$ cat src/rtl/rx_timing_ctrl.sv
// rx_timing_ctrl: sample/symbol strobe generation and measurement-window sequencing for the QPSK receiver.
// Define RX_TIMING_PHASE_ADJ_EN to enable one-sample symbol phase slips via phase_adv/phase_ret.
module rx_timing_ctrl #(
  parameter int unsigned CLK_PER_SAM = 4,
  parameter int unsigned SAM_PER_SYM = 4,
  parameter int unsigned SETTLE_SYMS = 32,
  parameter int unsigned LEN_W       = 20
) (
  input  logic                           clk,
  input  logic                           reset,
  input  logic                           meas_start,
  input  logic [LEN_W-1:0]               meas_len,
  input  logic                           phase_adv,
  input  logic                           phase_ret,
  output logic                           sam_clk_ena,
  output logic                           sym_clk_ena,
  output logic                           acc_clear,
  output logic                           acc_en,
  output logic                           meas_busy,
  output logic                           meas_done,
  output logic [$clog2(SAM_PER_SYM)-1:0] phase_ofs
);

  localparam int unsigned CLK_W = $clog2(CLK_PER_SAM);
  localparam int unsigned SAM_W = $clog2(SAM_PER_SYM);
  localparam int unsigned OFS_W = $clog2(SAM_PER_SYM);
  localparam int unsigned SET_W = $clog2(SETTLE_SYMS) + 1;

  typedef enum logic [1:0] {IDLE, SETTLE, MEASURE, DONE} state_t;

  state_t           state, state_nxt;
  logic [CLK_W-1:0] cnt_clk;
  logic [SAM_W-1:0] cnt_sam;
  logic [SET_W-1:0] settle_cnt;
  logic [LEN_W-1:0] meas_cnt;
  logic [LEN_W-1:0] len_q;
  logic             slip_adv;
  logic             slip_ret;
  logic             start_ok;

  assign sam_clk_ena = (cnt_clk == CLK_W'(CLK_PER_SAM - 1));
  assign sym_clk_ena = sam_clk_ena && (cnt_sam == '0);
  assign start_ok    = (state == IDLE) && meas_start;

  // Free-running sample divider
  always_ff @(posedge clk or posedge reset) begin
    if (reset)            cnt_clk <= '0;
    else if (sam_clk_ena) cnt_clk <= '0;
    else                  cnt_clk <= cnt_clk + CLK_W'(1);
  end

  // Sample-in-symbol position; a slip shortens or stretches the current symbol by one sample
  always_ff @(posedge clk or posedge reset) begin
    if (reset) begin
      cnt_sam <= '0;
    end else if (sam_clk_ena) begin
      if (slip_adv)                                   cnt_sam <= '0;
      else if (slip_ret)                              cnt_sam <= cnt_sam;
      else if (cnt_sam == SAM_W'(SAM_PER_SYM - 1))    cnt_sam <= '0;
      else                                            cnt_sam <= cnt_sam + SAM_W'(1);
    end
  end

`ifdef RX_TIMING_PHASE_ADJ_EN
  logic pend_adv;
  logic pend_ret;
  logic adv_any;
  logic ret_any;
  logic cancel;

  assign adv_any  = pend_adv | phase_adv;
  assign ret_any  = pend_ret | phase_ret;
  assign cancel   = adv_any & ret_any;
  assign slip_adv = pend_adv & ~cancel & sam_clk_ena & (cnt_sam == SAM_W'(SAM_PER_SYM - 2));
  assign slip_ret = pend_ret & ~cancel & sam_clk_ena & (cnt_sam == SAM_W'(SAM_PER_SYM - 1));

  // Opposing requests annihilate; a repeat request while one is pending is absorbed
  always_ff @(posedge clk or posedge reset) begin
    if (reset) begin
      pend_adv  <= 1'b0;
      pend_ret  <= 1'b0;
      phase_ofs <= '0;
    end else begin
      if (cancel) begin
        pend_adv <= 1'b0;
        pend_ret <= 1'b0;
      end else begin
        pend_adv <= adv_any & ~slip_adv;
        pend_ret <= ret_any & ~slip_ret;
      end
      if (slip_adv)
        phase_ofs <= (phase_ofs == OFS_W'(SAM_PER_SYM - 1)) ? '0 : phase_ofs + OFS_W'(1);
      else if (slip_ret)
        phase_ofs <= (phase_ofs == '0) ? OFS_W'(SAM_PER_SYM - 1) : phase_ofs - OFS_W'(1);
    end
  end
`else
  logic unused_phase;

  assign unused_phase = phase_adv ^ phase_ret;
  assign slip_adv     = 1'b0;
  assign slip_ret     = 1'b0;
  assign phase_ofs    = '0;
`endif

  always_ff @(posedge clk or posedge reset) begin
    if (reset) state <= IDLE;
    else       state <= state_nxt;
  end

  always_comb begin
    state_nxt = state;
    acc_clear = 1'b0;
    acc_en    = 1'b0;
    meas_busy = 1'b0;
    meas_done = 1'b0;
    case (state)
      IDLE: begin
        if (meas_start) state_nxt = SETTLE;
      end
      SETTLE: begin
        meas_busy = 1'b1;
        if (sym_clk_ena && (settle_cnt == SET_W'(SETTLE_SYMS - 1))) begin
          acc_clear = 1'b1;
          state_nxt = MEASURE;
        end
      end
      MEASURE: begin
        meas_busy = 1'b1;
        acc_en    = 1'b1;
        if (sym_clk_ena && (meas_cnt == len_q - LEN_W'(1))) state_nxt = DONE;
      end
      DONE: begin
        meas_busy = 1'b1;
        meas_done = 1'b1;
        state_nxt = IDLE;
      end
      default: state_nxt = IDLE;
    endcase
  end

  // Window counters; a slip during settling restarts the settling count
  always_ff @(posedge clk or posedge reset) begin
    if (reset) begin
      settle_cnt <= '0;
      meas_cnt   <= '0;
      len_q      <= '0;
    end else if (start_ok) begin
      len_q      <= (meas_len == '0) ? LEN_W'(1) : meas_len;
      settle_cnt <= '0;
      meas_cnt   <= '0;
    end else if (state == SETTLE) begin
      if (slip_adv || slip_ret) settle_cnt <= '0;
      else if (sym_clk_ena)     settle_cnt <= settle_cnt + SET_W'(1);
    end else if ((state == MEASURE) && sym_clk_ena) begin
      meas_cnt <= meas_cnt + LEN_W'(1);
    end
  end

endmodule

$ cat config.mk
export PLATFORM = sky130hd
export DESIGN_NAME = rx_timing_ctrl
export DESIGN_NICKNAME = d
export VERILOG_FILES = /design/src/rtl/rx_timing_ctrl.sv
export SDC_FILE = /design/constraint.sdc
export NUM_CORES = 1
export LEC_CHECK = 0
export CELL_PAD_IN_SITES_DETAIL_PLACEMENT = 0
export CELL_PAD_IN_SITES_GLOBAL_PLACEMENT = 1
export CORE_ASPECT_RATIO = 1.5
export CORE_MARGIN = 5
export CORE_UTILIZATION = 43
export CTS_CLUSTER_SIZE = 14
export DETAILED_ROUTE_END_ITERATION = 8
export PLACE_DENSITY = 0.81
export SYNTH_ARGS = -nofsm -noshare
export SYNTH_HDL_FRONTEND = slang
export SYNTH_SLANG_ARGS = --single-unit
$ cat constraint.sdc
create_clock -name clk -period 3.1 [get_ports clk]
set_input_delay 0.62 -clock clk [delete_from_list [all_inputs] [get_ports clk]]
set_output_delay 0.62 -clock clk [all_outputs]
set_load 0.01 [all_outputs]
==> results.md <==
- The worst hold path begins at cnt_clk[0].
- The flow ran to the end, and the final reports show no timing, DRC or antenna violations.
- The maximum level of the CTS H-tree is 2.
- OpenSTA, run right after detailed placement, puts the worst setup slack at 0.1298 ns.
- The headroom to the max-slew limit is 64.77%.
- The synthesized netlist occupies a cell area of 3209 µm².
- The maximum clock path buffer count is 2.
- The number of gates resized after cts is 0.
- Dividing total power by cell area gives a power density of 704.2 nW/µm².
- In the finished design, the share of the clock period the worst path needs comes to 93.59%.
- The startpoint type of the worst setup path is a flop.
- The internal power is 1.550 mW.
- Data on the critical path is required at its endpoint by 3.31 ns.
- The async set or reset register ratio after synthesis is 100.0%.
- Before antenna repair, the detailed router went through 4 iterations.
- The net count reported at finish is 433.
- The actual slew at the worst max-slew pin is 0.5276 ns.
- Synthesis inferred 52 register bits.
- The analysis attributes to net switching a power of 1.069 mW.
- The number of setup buffers added after CTS is 0.
- The worst hold path belongs to the class flop to flop.
- The tree is rooted in a sky130_fd_sc_hd__clkbuf_8.
- The wire length per cell after detailed routing is 15.21 µm.
- In the post-route analysis, the smallest setup slack over all paths is 0.1988 ns.
- The final hold slack is 0.4399 ns.
- The average instance area after synthesis is 8.627 µm².
- The number of global-route vias before repair came to 2,602.
- The launch point of the worst reg-to-reg path is len_q[0].
- The number of cells on the worst reg-to-reg path is 9.
- The critical path endpoint category is a flop.
- In this run, the number of DRC markers left after iteration 0 of detailed routing was 168.
- The post-synthesis cell count is 372.
- The library cell used most frequently in the layout, excluding fill and tap cells, is sky130_fd_sc_hd__nand2_1.
- The highest net fanout along the worst path is 7.
- In the layout the commonest cells are 71 x sky130_fd_sc_hd__nand2_1, 52 x sky130_fd_sc_hd__dfrtp_1, 35 x sky130_fd_sc_hd__nor2_1, 28 x sky130_fd_sc_hd__clkdlybuf4s50_1, 24 x sky130_fd_sc_hd__xor2_1.
- The highest clock rate is 344.7 MHz.
- The sequential area share after synthesis is 40.55%.
- In this run the worst setup path begins at len_q[0].
- The row count is 38.
- The count of max-cap constraint violations is 0.
- The overall die width is 80.54 µm.
- The clock net in this run drives a total of 52 sinks.
- The die height is 115.8 µm.
- After layout, the minimum clock period comes to 2.901 ns.
- The via density per instance is 5.219.
- Combinational cells account for 40.6% of the total power.
- The internal reg-to-reg setup slack is 0.20 ns.
- The prevailing post-synth register cell is sky130_fd_sc_hd__dfrtp_1.
- The routability-driven placement congestion ratio is 0.9021.
- The aggregate routed wire length is 7577 µm.
- The standard cell core area is 7274 µm².
- The analysis attributes to cell leakage a power of 1.629 nW.
- The switching portion of total power is 40.81%.
- The type of the worst setup path is flop to flop.
- Setup violations remaining at the end of the flow were counted as 0.
- The worst endpoint data arrival time is 3.11 ns.
- TritonCTS built the clock tree.
- The layout overhead on the synthesized area is 15.87%.
- The end of the worst register-to-register path is state[1].
- In the final layout, flip-flops and latches occupy 1301 µm².
- The area of all placed cells without fillers is 3719 µm².
- The initial antenna violation count is 0.
- The final number of hold-violating endpoints is 0.
- The post-synthesis cell type count is 53.
- Clock-pin slew was measured on the worst setup and hold paths at 0.10 ns.
- The fraction of final layout cells with drive strength greater than 1 is 6.281%.
- The number of filler cells placed in the layout is 709.
- For this run the aggregate overflow at the end of global routing stands at 0.
- For the final routed database, the setup TNS stands at 0 ns.
- The number of port buffers is 28.
- Setup repair after global routing left no endpoint under its margin.
- The HPWL after detailed placement is 5850 µm.
- Counting flops with a built-in enable in the synthesized netlist gives 0.
- During I/O placement, the number of pins put on the boundary was 33.
- For this configuration, the core starts out at a cell density of 44.12%.
- The floorplan step defined a die boundary enclosing 9327 µm².
- The first global-routing pass estimated 12,750 µm of wire.
- In this run, post-CTS hold repair placed 0 buffers.
- Across all layers, the routed design uses 2,599 vias.
- The combined global-route utilization of all metal layers is 17.66%.
- In the final layout, the multi-input gates occupy 1764 µm².
- Entering global routing, the biggest net connects 30 pins.
- The finished layout holds 498 standard cells, fillers aside.
- The number of placed instances, taps included, is 490.
- The share of power burned in registers is 41.4%.
- Across the routed clock network, the largest skew measured is 0.006727 ns.
- The worst IR drop on VDD is 427.9 µV.
- The worst setup path endpoint is state[1].
- 0 antenna diodes ended up in the layout.
- After detailed placement, the total cell area comes to 3603 µm².
- In the routed design, unresolved DRC markers number 0.
- The number of synthesis warnings is 0.
- The worst-skew pair later-pin latency is 0.32 ns.
- The share of total power in the clock network is 18.0%.
- TritonCTS created 5 clock buffers.
- The number of pins with negative max-slew slack in the final report is 0.
- The count of nets left with antenna violations once routing finished came out at 0.
sequential cells by signal, summed over array words and instances, names as in the netlist:
signal and cells:
len_q 20, meas_cnt 20, settle_cnt 6, cnt_clk 2
cnt_sam 2, state 2
layer usage:
metal,GRT usage (%),up-vias,part of all wire [%]
met5,0,-,0
met4,5.524,0,1.4
li1,-,1325,-
met1,21.00,1228,41
met3,2.333,9,2.0
met2,32.52,37,55
worst max-delay path, stage by stage, from the launching register on:
cell and delay [ns]:
sky130_fd_sc_hd__dfrtp_1 0.42, sky130_fd_sc_hd__inv_1 0.09, sky130_fd_sc_hd__ha_1 0.24, sky130_fd_sc_hd__or4b_4 0.54, sky130_fd_sc_hd__a211o_1 0.25, sky130_fd_sc_hd__a21o_1 0.17
sky130_fd_sc_hd__a211oi_2 0.21, sky130_fd_sc_hd__nand4b_1 0.13, sky130_fd_sc_hd__o31ai_2 0.39, sky130_fd_sc_hd__mux2_1 0.35
Yosys cell counts (all sizes together), types with 2 or more instances:
cell type  count  area share (%)
ha            11             4.3
xor2          24             6.5
and3           7             1.4
dfrtp         52              41
nand4          9             1.8
and2           3            0.58
nor4          11             2.6
a211oi         3            0.86
xnor2         18             4.9
mux2i          3            0.94
nand2         71             8.3
nand3b         3            0.70
clkbuf        12             1.4
inv           15             1.8
o22ai          3            0.58
nand4b         2            0.55
nand3         16             2.5
or4            2            0.47
and4           4             1.1
nor3b          2            0.47
buf            8             1.6
o21ai         17             2.7
a31oi          2            0.39
nor3           5            0.94
nor2          35             4.1
a21oi          7             1.1
nor4b          3             1.0
or4b           3            0.94
or3            5            0.97
power by group through the flow:
| stage | clock [mW] | sequential, mW | combinational, mW |
|---|---|---|---|
| final | 0.471 | 1.08 | 1.06 |
| after global placement | 0 | 1.09 | 1.03 |
| after CTS | 0.485 | 1.09 | 1.06 |
| after global routing | 0.513 | 1.11 | 1.19 |
| after floorplan | 0 | 0.953 | 0.857 |
| after detailed placement | 0 | 1.10 | 1.05 |
worst min path at each step:
stage / endpoint / cells after the start
final: cnt_clk[0] / 1
after global routing: cnt_clk[0] / 1
after CTS: cnt_clk[0] / 1
after detailed placement: cnt_clk[0] / 1
after global placement: cnt_clk[0] / 1
after floorplan: cnt_clk[0] / 1
stage by stage:
step / utilization, % / total power, mW
after floorplan: - / 1.809
after global placement: 49.54 / 2.125
after detailed placement: 49.54 / 2.154
after CTS: 51.07 / 2.636
after global routing: 51.12 / 2.818
final: 51.12 / 2.619
final cells by class:
type                    instances  share of cell area (%)
clock inverters                 3                   1.144
clock buffers                   5                   1.851
multi-input cells             286                   47.44
well taps                     100                   3.365
flip-flops and latches         52                   34.99
inverters                      15                   1.514
repair buffers                 37                   9.690
cells by family (layout without fill, tap and decap cells):
family                   Yosys count  in the layout  share of synthesized area [%]
other                              1              2                         0.1168
multiplexers                       4              4                          1.287
XOR/XNOR                          42             42                          11.46
AO/OA/AOI/OAI                     43             43                          8.655
AND/OR/NAND/NOR                  184            184                          28.93
buffers and inverters             35             60                          4.717
flip-flops                        52             52                          40.55
adder cells (fa/ha/maj)           11             11                          4.288
No activity file was read; power rests on OpenSTA's default activity.
